File: src/rtl/button_debouncer.sv
// -----------------------------------------------------------------------------
// button_debouncer
//
// Debounces one raw push-button / encoder input. The raw input is brought into
// the clock domain by a two-flop synchronizer, then a four-state FSM commits a
// new level only after the synchronized input has held steady for BOUNCE_TICKS
// sample strobes. The sample strobe is the one-cycle "out" pulse of the
// upstream pulse_generator, so the debounce window is BOUNCE_TICKS times that
// generator's period.
//
// Parameters
//   N             width of the stability counter
//   BOUNCE_TICKS  consecutive stable ticks needed to commit (1 .. 2**N-1)
//
// Ports
//   clk            system clock, rising edge
//   rst            synchronous active-high reset
//   ena            1 = FSM/counter advance, 0 = hold (synchronizer keeps running)
//   tick           one-cycle sample strobe
//   bouncy_in      raw asynchronous button input
//   debounced      committed clean level (registered)
//   positive_edge  one-cycle strobe when debounced goes 0->1 (registered)
//   negative_edge  one-cycle strobe when debounced goes 1->0 (registered)
// -----------------------------------------------------------------------------
module button_debouncer #(
  parameter int unsigned N            = 8,
  parameter int unsigned BOUNCE_TICKS = 10
) (
  input  logic clk,
  input  logic rst,
  input  logic ena,
  input  logic tick,
  input  logic bouncy_in,
  output logic debounced,
  output logic positive_edge,
  output logic negative_edge
);

  localparam logic [N-1:0] LAST_CNT = N'(BOUNCE_TICKS - 1);
  localparam logic [N-1:0] CNT_ONE  = N'(1);

  typedef enum logic [1:0] {
    S_LOW        = 2'd0,
    S_MAYBE_HIGH = 2'd1,
    S_HIGH       = 2'd2,
    S_MAYBE_LOW  = 2'd3
  } state_t;

  logic         s1_p0;
  logic         sync_p1;
  state_t       state;
  logic [N-1:0] cnt;

  // Stage 0/1: two-flop synchronizer; free-running, independent of ena.
  always_ff @(posedge clk) begin
    if (rst) begin
      s1_p0   <= 1'b0;
      sync_p1 <= 1'b0;
    end else begin
      s1_p0   <= bouncy_in;
      sync_p1 <= s1_p0;
    end
  end

  // Stage 2: debounce FSM with registered level and edge strobes.
  // Strobes default low every cycle, which also forces them to 0 while ena=0.
  // A disagreeing sample always reverts a MAYBE state, even on a tick cycle,
  // and the cycle that enters a MAYBE state never counts its tick.
  always_ff @(posedge clk) begin
    if (rst) begin
      state         <= S_LOW;
      cnt           <= '0;
      debounced     <= 1'b0;
      positive_edge <= 1'b0;
      negative_edge <= 1'b0;
    end else begin
      positive_edge <= 1'b0;
      negative_edge <= 1'b0;
      if (ena) begin
        case (state)
          S_LOW: begin
            if (sync_p1) begin
              state <= S_MAYBE_HIGH;
              cnt   <= '0;
            end
          end
          S_MAYBE_HIGH: begin
            if (!sync_p1) begin
              state <= S_LOW;
              cnt   <= '0;
            end else if (tick) begin
              if (cnt == LAST_CNT) begin
                state         <= S_HIGH;
                cnt           <= '0;
                debounced     <= 1'b1;
                positive_edge <= 1'b1;
              end else begin
                cnt <= cnt + CNT_ONE;
              end
            end
          end
          S_HIGH: begin
            if (!sync_p1) begin
              state <= S_MAYBE_LOW;
              cnt   <= '0;
            end
          end
          S_MAYBE_LOW: begin
            if (sync_p1) begin
              state <= S_HIGH;
              cnt   <= '0;
            end else if (tick) begin
              if (cnt == LAST_CNT) begin
                state         <= S_LOW;
                cnt           <= '0;
                debounced     <= 1'b0;
                negative_edge <= 1'b1;
              end else begin
                cnt <= cnt + CNT_ONE;
              end
            end
          end
          default: begin
            state     <= S_LOW;
            cnt       <= '0;
            debounced <= 1'b0;
          end
        endcase
      end
    end
  end

endmodule
File: config.mk
export PLATFORM = sky130hd
export DESIGN_NAME = button_debouncer
export DESIGN_NICKNAME = d
export VERILOG_FILES = /design/src/rtl/button_debouncer.sv
export SDC_FILE = /design/constraint.sdc
export NUM_CORES = 1
export LEC_CHECK = 0
export BUFFER_PORTS_ARGS = -buffer_cell sky130_fd_sc_hd__buf_4
export CORE_AREA = 2 2 39 41
export DETAILED_ROUTE_END_ITERATION = 8
export DIE_AREA = 0 0 41 43
export GPL_ROUTABILITY_DRIVEN = 0
export GPL_TIMING_DRIVEN = 1
export PLACE_DENSITY_LB_ADDON = 0.3
export SLEW_MARGIN = 30
export SYNTH_ARGS = -nofsm -noshare
export SYNTH_HDL_FRONTEND = slang
export SYNTH_SLANG_ARGS = --single-unit
File: constraint.sdc
create_clock -name clk -period 4 [get_ports clk]
set_input_delay 0.4 -clock clk [delete_from_list [all_inputs] [get_ports clk]]
set_output_delay 0.4 -clock clk [all_outputs]
set_load 0.03 [all_outputs]
# ---- Yosys cells after proc, flatten, opt, wreduce, memory -nomap -nowiden
# Index checks and enable logic that the tools add are counted.
dict set report word_totals {
  register_bits 15
  in_bits 5
  output_inout_bits 3
}
dict set report classes {
  addsub 1
  eq_ne 16
  muxes 25
  n_bitwise 4
  n_reduce_logical 7
}
# operator n
set ops {}
lappend ops {{2-to-1 mux 8 bit} 6}
lappend ops {{case mux 8 bit (4 select lines)} 1}
lappend ops {{2-to-1 mux 2 bit} 8}
lappend ops {{inequality test 2 bit (second input constant)} 8}
lappend ops {{inequality test 3 bit (second input constant)} 4}
lappend ops {{adder 8 x 1 -> 8 bit (second input constant)} 1}
lappend ops {{== test 8 x 4 -> 1 bit (second input constant)} 1}
lappend ops {{2-to-1 mux 1 bit} 8}
lappend ops {{case mux 2 bit (4 select lines)} 1}
lappend ops {{AND reduction 8 bit} 1}
lappend ops {{OR reduction 4 bit} 2}
lappend ops {{AND reduction 7 bit} 1}
lappend ops {{== test 2 bit (second input constant)} 2}
lappend ops {{NOT 1 bit} 4}
lappend ops {{AND reduction 3 bit} 1}
lappend ops {{== test 2 x 1 -> 1 bit (second input constant)} 1}
lappend ops {{zero test 2 bit} 1}
lappend ops {{case mux 1 bit (2 select lines)} 1}
lappend ops {{nonzero test 2 bit} 1}

# ---- Depth between registers and ports, before layout
# Gate-level depths: netlist (run 1).
dict set report depth {
  word_depth 5
  depth_mapped 6
  mapped_depth_nobuf 6
}

# ---- Worst setup path after synthesis (run 1)
# No wires, ideal clock.
dict set report synth_path {
  path_type {reg2reg}
  startpoint {register cnt[0]}
  endpoint {register cnt[2]}
  setup_time_ns 0.125
  arrival_ns 1.308
  setup_slack_ns 2.567
  path_stages_with_launch 6
  cell_sequence {dfxtp_1 > ha_1 > nor4b_2 > a211oi_1 > o21ai_2 > nor2_1}
}
dict set report synth_via {
  elab_chain_cells 5
}
# element line
set synth_rtl {}
lappend synth_rtl {{from (decl)} 52} ;# logic [N-1:0] cnt;
lappend synth_rtl {{from (signal assigned)} 98} ;# cnt <= cnt + CNT_ONE;
lappend synth_rtl {{from (signal assigned)} 119} ;# cnt <= cnt + CNT_ONE;
lappend synth_rtl {{adder 8 x 1 -> 8 bit / == test 8 x 4 -> 1 bit (equally long branches)} --}
lappend synth_rtl {{2-to-1 mux 8 bit (*)} {92, 113}}
lappend synth_rtl {{2-to-1 mux 8 bit (*)} 112} ;# end else if (tick) begin
lappend synth_rtl {{2-to-1 mux 8 bit (on tied branches)} {109, 88}}
lappend synth_rtl {{case mux 8 bit (4 select lines) (*)} 80} ;# case (state)
# Every way passes the cells marked *; elsewhere a longest branch is shown, timed or not.
# A chain may end at the register's enable or synchronous reset.

# ---- Worst setup path after layout (run 1)
dict set report layout_path {
  startpoint {register cnt[0]}
  endpoint {register cnt[7]}
}
# Same word-level chain as after synthesis.

==> results.cfg, run 1 <==
[outcome]
outcome = complete, no violations

[global_route]
grt_usage = 0.186
antenna_found_initial = 0
grt_pass1_wl_um = 2190
grt_max_degree = 15
grt_overflow_total = 0
grt_pass1_vias = 547

[clock_network]
cts_buffers = 3
clock_latency_ns = 0.27
cts_root_buf = clkbuf_4
clk_pin_slew_ns = 0.09
holdBufCountCts = 0
cts_tree = done
numClockSinks = 15
cts-htree-levels = 1
postCtsSetupBuffers = 0
clockBufferDepth = 2
cts_resized = 0

[critical_path]
cp.required_ns = 4.15
crit_buf_inv = 0
cp-start-kind = flop
crit_type = flop to flop
critPathTopFamily = simple AND/OR/NAND/NOR gates
crit_path_max_fanout = 7
worstPathArrival_ns = 1.81
path_cells = ha_1, nor4b_2, a211oi_1, o21ai_2, nor2_1
worst_setup_path_end_kind = flop
rr_worst_depth = 5
ff2ff_setup_slack_ns = 2.34
worst_path_max_delay_cell = dfxtp_1
cpPeakStageDelay_ns = 0.40
r2r_end = cnt[7]
r2r-start = cnt[0]

[cells_and_area]
multi_input_area_um2 = 420
layout.cells.non_filler = 102
insertedDiodeCount = 0
layout-drive-gt1-share = 0.198
fill_cells = 125
nets = 94
layout_common_cells = 15 x dfxtp_1, 9 x nor2_1, 7 x buf_4
final_common_cell = dfxtp_1
layout.area.seq_um2 = 300
synthToLayoutAreaGrowth_pct = 10.8
fin_area_um2 = 835

[yosys]
yosysWarnings = 0
syn_nets = 86
ys.flop_type = dfxtp_1
synth_edf_count = 0
ys_seq_area_frac = 0.399
ys_async_sr_fraction = 0
synth_area_um2 = 753
synth_cell_types = 31
synth_area_per_cell_um2 = 9.53
ys_seq_elements = 15
synth_cells = 79

[sta]
post-route-period-util = 0.414
fin_hold_ws_ns = 0.340
fin_crit_ns = 1.66
tns_ns = 0
finalMaxSlewViolations = 0
clock.fmax_mhz = 604
maxSlewHeadroom = 0.684
tightest_slew_ns = 0.473
rsz0062_at_grt = false
finClkSkew_ns = 0.00726
report.final.setup_viol = 0
finalHoldViolCount = 0

[routing]
avgRoutedWirePerCell_um = 13.2
totalWireLength_um = 1350
routed-via-count = 587
final_antenna_net_count = 0
first_iter_violations = 14
drt-vias-per-instance = 5.75
firstDrtPassIters = 4
remaining_drc_errors = 0

[place]
dpl.hpwl_um = 1030
dpl-instance-area_um2 = 808
place_inst = 98
portBuffers = 7

[floorplan]
ios = 8
dieArea_um2 = 1760
fp.dieW_um = 41
core-area_um2 = 1380
rows = 14
initial_core_util = 0.544
die_h_um = 43

[min_path]
hold_class = primary input to flop
hp-start = bouncy_in
hold_depth = 2
worstHoldEndpoint = s1_p0

[flow_run]
maxCapViolCount = 0

[power_and_ir_drop]
p_leak_uw = 0.000335
pwr_density_cell_nw_per_um2 = 300
ir_drop_mv = 0.178
finalPower_uw = 250
-- worst max path at each step --
stage               startpoint      to  cells past startpoint  slack (ns)
floorplan               cnt[0]  cnt[2]                      5        2.57
global placement        cnt[0]  cnt[5]                      5        2.44
detailed placement      cnt[0]  cnt[7]                      5        2.36
CTS                     cnt[0]  cnt[7]                      5        2.35
global route            cnt[0]  cnt[7]                      5        2.24
finish                  cnt[0]  cnt[7]                      5        2.34
-- synth_stat cells (2+ instances only) --
library cell  count  area share
a31oi_1           2       0.017
and3_1            3       0.025
and4_1            2       0.023
clkbuf_1          2       0.010
clkbuf_2          2       0.013
dfxtp_1          15        0.40
ha_1              2       0.033
inv_1             4       0.020
mux2i_1           3       0.040
nand2_1           3       0.015
nand4_1           2       0.017
nor2_1            9       0.045
nor2b_1           2       0.017
o2111ai_1         2       0.023
o211ai_1          4       0.040
o21ai_0           2       0.013
xor2_1            6       0.070
-- routing by layer --
metal	vias up	GRT usage	wire (µm)
met5	-	0	0
met4	0	0.100	13
met3	2	0.0314	32
met2	6	0.291	674
met1	279	0.231	626
li1	300	-	-
-- report_power, final --
part,leakage (µW),internal (µW),switching (µW)
registers,0.000121,151,2.19
clock network,0.0000150,38.6,43.9
logic,0.000199,6.11,8.59
total,0.000335,195,54.7
-- cell families after synthesis --
logic type | synth area share
fa+ha+maj | 0.0332
buf+inv | 0.0432
mux | 0.0598
simple gates | 0.208
xor+xnor | 0.103
flops | 0.399
compound gates | 0.154
-- cell type report --
type,count,area share
inverter,4,0.0180
clock buffer,4,0.0315
sequential,15,0.360
timing repair buffer,7,0.0630
multi-input combinational,56,0.504
tap,16,0.0240
-- stage by stage --
stage | util | setup slack [ns]
finish | 0.603 | 2.34
global route | 0.603 | 2.24
CTS | 0.603 | 2.35
detailed placement | 0.584 | 2.36
global placement | 0.584 | 2.44
floorplan | - | 2.57
-- flip-flops by register name (all words and copies together), names as in the netlist, named ones only --
name and count:
cnt 8, debounced 1, negative_edge 1, positive_edge 1, s1_p0 1, state 1, sync_p1 1
-- worst reg2reg max path: stages (launching register included) --
cell and delay, ns:
dfxtp_1 0.40, ha_1 0.16, nor4b_2 0.40, a211oi_1 0.16, o21ai_2 0.31, nor2_1 0.10
No activity file was read; power rests on OpenSTA's default activity.
==> run 2, diff against run 1 <==
--- a/config.mk
+++ b/config.mk
@@ -6,9 +6,8 @@
 export NUM_CORES = 1
 export LEC_CHECK = 0
 export BUFFER_PORTS_ARGS = -buffer_cell sky130_fd_sc_hd__buf_4
-export CORE_AREA = 2 2 39 41
+export CORE_UTILIZATION = 54
 export DETAILED_ROUTE_END_ITERATION = 8
-export DIE_AREA = 0 0 41 43
 export GPL_ROUTABILITY_DRIVEN = 0
 export GPL_TIMING_DRIVEN = 1
 export PLACE_DENSITY_LB_ADDON = 0.3
==> constraint.sdc (replaced) <==
create_clock -name clk -period 1.57 [get_ports clk]
set_input_delay 0.157 -clock clk [delete_from_list [all_inputs] [get_ports clk]]
set_output_delay 0.157 -clock clk [all_outputs]
set_load 0.03 [all_outputs]
==> run 2 against run 1 <==
Global-route usage grew 4.0 points. Flip-flop and latch count unchanged. Final area up 7.0%. Hold slack lost 0.25 ns. First-iteration DRC count increased by 43%. Routed wire length grew 9.1%.
==> results.cfg, run 2 (synthesis results as in run 1) <==
[cells_and_area]
synthToLayoutAreaGrowth_pct = 18.6
largest_register = cnt
final_common_cell = dfxtp_1
nets = 99
layout_common_cells = 14 x dfxtp_1, 12 x buf_4, 9 x nor2_1
largest_reg_flops = 8
fin_area_um2 = 893
insertedDiodeCount = 0
layout-drive-gt1-share = 0.264

[sta]
finalHoldViolCount = 0
maxSlewHeadroom = 0.765
fin_crit_ns = 1.48
tightest_slew_ns = 0.350
fin_hold_ws_ns = 0.0918
post-route-period-util = 0.940
report.final.setup_viol = 0
finalMaxSlewViolations = 0
clock.fmax_mhz = 677
finClkSkew_ns = 0.00791

[floorplan]
dieArea_um2 = 1550
ios = 8
fp.dieW_um = 39.3
core-area_um2 = 1300
rows = 13
initial_core_util = 0.579
die_h_um = 39.3

[routing]
firstDrtPassIters = 4
routed-via-count = 601
remaining_drc_errors = 0
drt-vias-per-instance = 5.67
avgRoutedWirePerCell_um = 13.9
final_antenna_net_count = 0
totalWireLength_um = 1470
first_iter_violations = 20

[clock_network]
clk_pin_slew_ns = 0.09
cts_buffers = 3
clock_latency_ns = 0.28
clockBufferDepth = 2
cts_tree = done
numClockSinks = 15
holdBufCountCts = 0
cts-htree-levels = 1
cts_root_buf = clkbuf_4

[outcome]
outcome = complete, no violations

[critical_path]
crit_type = flop to flop
worst_path_max_delay_cell = dfxtp_2
cp-start-kind = flop
critPathTopFamily = simple AND/OR/NAND/NOR gates
crit_buf_inv = 1
path_cells = inv_1, ha_1, nor4b_4, nand4_1, mux2i_1, nor2_1
crit_path_max_fanout = 5
rr_worst_depth = 6
worst_setup_path_end_kind = flop
worstPathArrival_ns = 1.65
cp.required_ns = 1.75
cpPeakStageDelay_ns = 0.33
cp.depth = 6

[place]
dpl-instance-area_um2 = 837
portBuffers = 7
dpl.hpwl_um = 1020

[power_and_ir_drop]
ir_drop_mv = 0.433
pwr_density_cell_nw_per_um2 = 729
p_leak_uw = 0.000366

[global_route]
grt_max_degree = 10
grt_usage = 0.226
grt_pass1_wl_um = 2330
grt_overflow_total = 0
antenna_found_initial = 0
grt_pass1_vias = 559

[min_path]
hold_depth = 2
hold_class = primary input to flop

[flow_run]
maxCapViolCount = 0
==> run 2: changes by cell type in the layout (fill, tap and decap cells not counted) <==
cell	delta
o311ai_0	-1
dfxtp_2	+1
a211oi_1	-1
o21ai_2	-1
o21ai_4	+1
o311ai_1	+1
a211oi_2	+1
nor4b_4	+1
buf_4	+5
dfxtp_1	-1
nor4b_2	-1
==> run 2: repair_timing <==
item	CTS	global route
gates resized for setup	1	4
pin swaps	0	1
endpoints found under the setup margin	7	9
setup buffers	0	1
hold endpoints to repair	0	0
==> run 2: cell type report <==
type	count	area, µm²
Sequential cell	15	302
Inverter	4	15.0
Clock buffer	4	26.3
Timing Repair Buffer	12	90.1
Fill cell	108	408
Multi-Input combinational cell	56	442
Tap cell	15	18.8
==> run 2: through the flow <==
step | setup TNS (ns) | utilization | power (µW) | std cells | setup slack [ns]
detailed placement | -0.283 | 0.643 | 439 | 101 | -0.0542
global placement | 0 | 0.643 | 438 | 101 | 0.0272
finish | 0 | 0.687 | 651 | 106 | 0.0938
global route | -0.0433 | 0.687 | 679 | 106 | -0.0191
CTS | 0 | 0.670 | 652 | 105 | 0.0430
floorplan | 0 | - | 423 | 79 | 0.137
==> run 2: path summary, 6_finish.rpt <==
| kind | from | end | slack (ns) |
|---|---|---|---|
| hold reg to reg | s1_p0 | sync_p1 | 0.45 |
| hold / removal | bouncy_in | s1_p0 | 0.09 |
| setup reg to reg | cnt[1] | flop | 0.09 |
| setup / recovery | cnt[1] | flop | 0.09 |
==> run 2: power by group <==
group / leakage, µW / switching, µW / total, µW / internal [µW]
Combinational: 0.000229 / 25.5 / 46.2 / 20.8
Clock: 0.0000150 / 118 / 217 / 98.6
Sequential: 0.000122 / 4.29 / 388 / 384
Total: 0.000366 / 148 / 651 / 503
==> run 2: worst register-to-register path, stage by stage (launching register included) <==
cell and delay [ns]:
dfxtp_2 0.33, inv_1 0.07, ha_1 0.15, nor4b_4 0.32, nand4_1 0.25, mux2i_1 0.20, nor2_1 0.05
==> run 2: per-layer routing <==
metal,GRT usage,vias up,share of wire
met3,0.0511,2,0.042
li1,-,311,-
met2,0.346,17,0.47
met5,0,-,0
met4,0.121,0,0.013
met1,0.293,271,0.48
==> run 3, diff against run 2 <==
--- a/config.mk
+++ b/config.mk
@@ -5,9 +5,10 @@
 export SDC_FILE = /design/constraint.sdc
 export NUM_CORES = 1
 export LEC_CHECK = 0
-export BUFFER_PORTS_ARGS = -buffer_cell sky130_fd_sc_hd__buf_4
-export CORE_UTILIZATION = 54
+export CORE_UTILIZATION = 58
+export CTS_CLUSTER_DIAMETER = 40
 export DETAILED_ROUTE_END_ITERATION = 8
+export DONT_BUFFER_PORTS = 1
 export GPL_ROUTABILITY_DRIVEN = 0
 export GPL_TIMING_DRIVEN = 1
 export PLACE_DENSITY_LB_ADDON = 0.3
==> run 3 against run 2 <==
Critical path depth unchanged. Fmax increased by 0.58%. Worst setup slack improved by 0.0085 ns. Via count up 2.5%. Sequential share of layout area grew 0.77 points. Sequential power hardly changed. Largest power group unchanged.
==> results.cfg, run 3 (synthesis results as in run 1) <==
[critical_path]
ff2ff_setup_slack_ns = 0.10
crit_buf_inv = 1
r2r-start = cnt[1]
path_cells = inv_1, ha_1, nor4b_4, nand4_1, mux2i_1, nor2_1
worstPathArrival_ns = 1.64
cp.depth = 6
crit_path_max_fanout = 5
rr_worst_depth = 6
startpoint = cnt[1]
cp-start-kind = flop
critPathTopFamily = simple AND/OR/NAND/NOR gates
crit_type = flop to flop
cp.required_ns = 1.74
worst_setup_path_end_kind = flop
cpPeakStageDelay_ns = 0.34
worst_path_max_delay_cell = dfxtp_2

[sta]
finalWorstSetupSlack_ns = 0.102
report.final.setup_viol = 0
post-route-period-util = 0.935
clock.fmax_mhz = 681
tightest_slew_ns = 0.352
maxSlewHeadroom = 0.765
fin_crit_ns = 1.47
finalHoldViolCount = 0
finClkSkew_ns = 0.00167
tns_ns = 0
finalMaxSlewViolations = 0

[clock_network]
cts-htree-levels = 1
clock_latency_ns = 0.28
clk_pin_slew_ns = 0.08
clockBufferDepth = 2
numClockSinks = 15
cts_root_buf = clkbuf_4
cts_tree = done
cts_buffers = 3

[outcome]
outcome = complete, no violations

[global_route]
grt_pass1_wl_um = 2400
grt_max_degree = 11
grt_pass1_vias = 567
grt_overflow_total = 0
antenna_found_initial = 0
grt_usage = 0.244

[floorplan]
initial_core_util = 0.652
ios = 8
dieArea_um2 = 1450
fp.dieW_um = 38.0
die_h_um = 38.0
core-area_um2 = 1160
rows = 12

[power_and_ir_drop]
pwr-share-clk = 0.330
p_int_uw = 500
pwr_density_cell_nw_per_um2 = 737
comb_power_share = 0.066
p_leak_uw = 0.000355
ir_drop_mv = 0.574
switching_power_uw = 144
p_seq_frac = 0.604
p_sw_frac = 0.223

[min_path]
hold_depth = 1
hold_class = primary input to flop

[routing]
drt-vias-per-instance = 5.98
totalWireLength_um = 1450
final_antenna_net_count = 0
remaining_drc_errors = 0
first_iter_violations = 9
firstDrtPassIters = 4
avgRoutedWirePerCell_um = 14.1
routed-via-count = 616

[flow_run]
maxCapViolCount = 0

[cells_and_area]
insertedDiodeCount = 0
largest_register = cnt
final_common_cell = dfxtp_1
layout-drive-gt1-share = 0.213
layout_common_cells = 14 x dfxtp_1, 9 x nor2_1, 7 x buf_4
largest_reg_flops = 8
synthToLayoutAreaGrowth_pct = 15.9
nets = 97

[place]
dpl.hpwl_um = 999
portBuffers = 0
preCtsSetupSlack_ns = -0.0280
-- run 3: cell count changes in the layout (fill, tap and decap cells not counted) --
| cell | previous run | this run |
|---|---|---|
| buf_4 | 12 | 7 |
| dlygate4sd3_1 | 0 | 3 |
| a211oi_1 | 0 | 1 |
| a211oi_2 | 1 | 0 |
| clkbuf_1 | 1 | 0 |
| clkinv_2 | 0 | 1 |
| o21ai_2 | 0 | 1 |
| o21ai_4 | 1 | 0 |
-- run 3: per-stage QoR --
step	cell area [µm²]	util	instances	hold slack [ns]	total power, µW
after floorplan	753	-	79	0.285	423
after global placement	791	0.684	94	0.230	424
after detailed placement	791	0.684	94	0.233	425
after CTS	863	0.747	103	0.0366	651
after global routing	873	0.755	103	0.00632	672
final	873	0.755	103	0.00364	644
-- run 3: how the worst min path moves through the flow --
stage               from   endpoint  slack (ns)
2_1_floorplan  bouncy_in      s1_p0        0.29
3_3_place_gp         rst    sync_p1        0.23
3_5_place_dp         rst      s1_p0        0.23
4_1_cts              rst  debounced        0.04
5_1_grt              rst  debounced       0.006
6_report             rst  debounced       0.004
-- run 3: cell type report --
| type | instances | area (µm²) |
|---|---|---|
| Clock buffer | 3 | 22.5 |
| Sequential cell | 15 | 302 |
| Fill cell | 81 | 283 |
| Clock inverter | 1 | 5.00 |
| Timing Repair Buffer | 10 | 82.6 |
| Multi-Input combinational cell | 56 | 429 |
| Tap cell | 14 | 17.5 |
| Inverter | 4 | 15.0 |
-- run 3: power by group through the flow --
stage	clock, µW	combinational [µW]	sequential, µW
5_1_grt	236	46.0	389
3_5_place_dp	0	27.2	397
4_1_cts	223	40.4	388
6_report	212	42.6	389
3_3_place_gp	0	26.5	397
2_1_floorplan	0	28.4	394
-- run 3: timing repair --
item | CTS | global route
endpoints found under the setup margin | 7 | 11
pin swaps | 1 | 1
cloned | 0 | 0
buffers inserted | 2 | 0
resized for setup | 0 | 3
hold endpoints to repair | 7 | 0
hold buffers | 3 | 0
-- run 3: worst register-to-register path: cells and delay by family (launching register included) --
| family | cells | cell delay [ns] |
|---|---|---|
| simple gates | 3 | 0.58 |
| flops | 1 | 0.34 |
| mux | 1 | 0.22 |
| fa+ha+maj | 1 | 0.15 |
| buf+inv | 1 | 0.07 |
-- run 3: routing by layer --
metal / global-route usage / wire length [µm]
met3: 0.0581 / 53
met4: 0.125 / 46
met5: 0 / 0
met1: 0.336 / 706
met2: 0.352 / 643
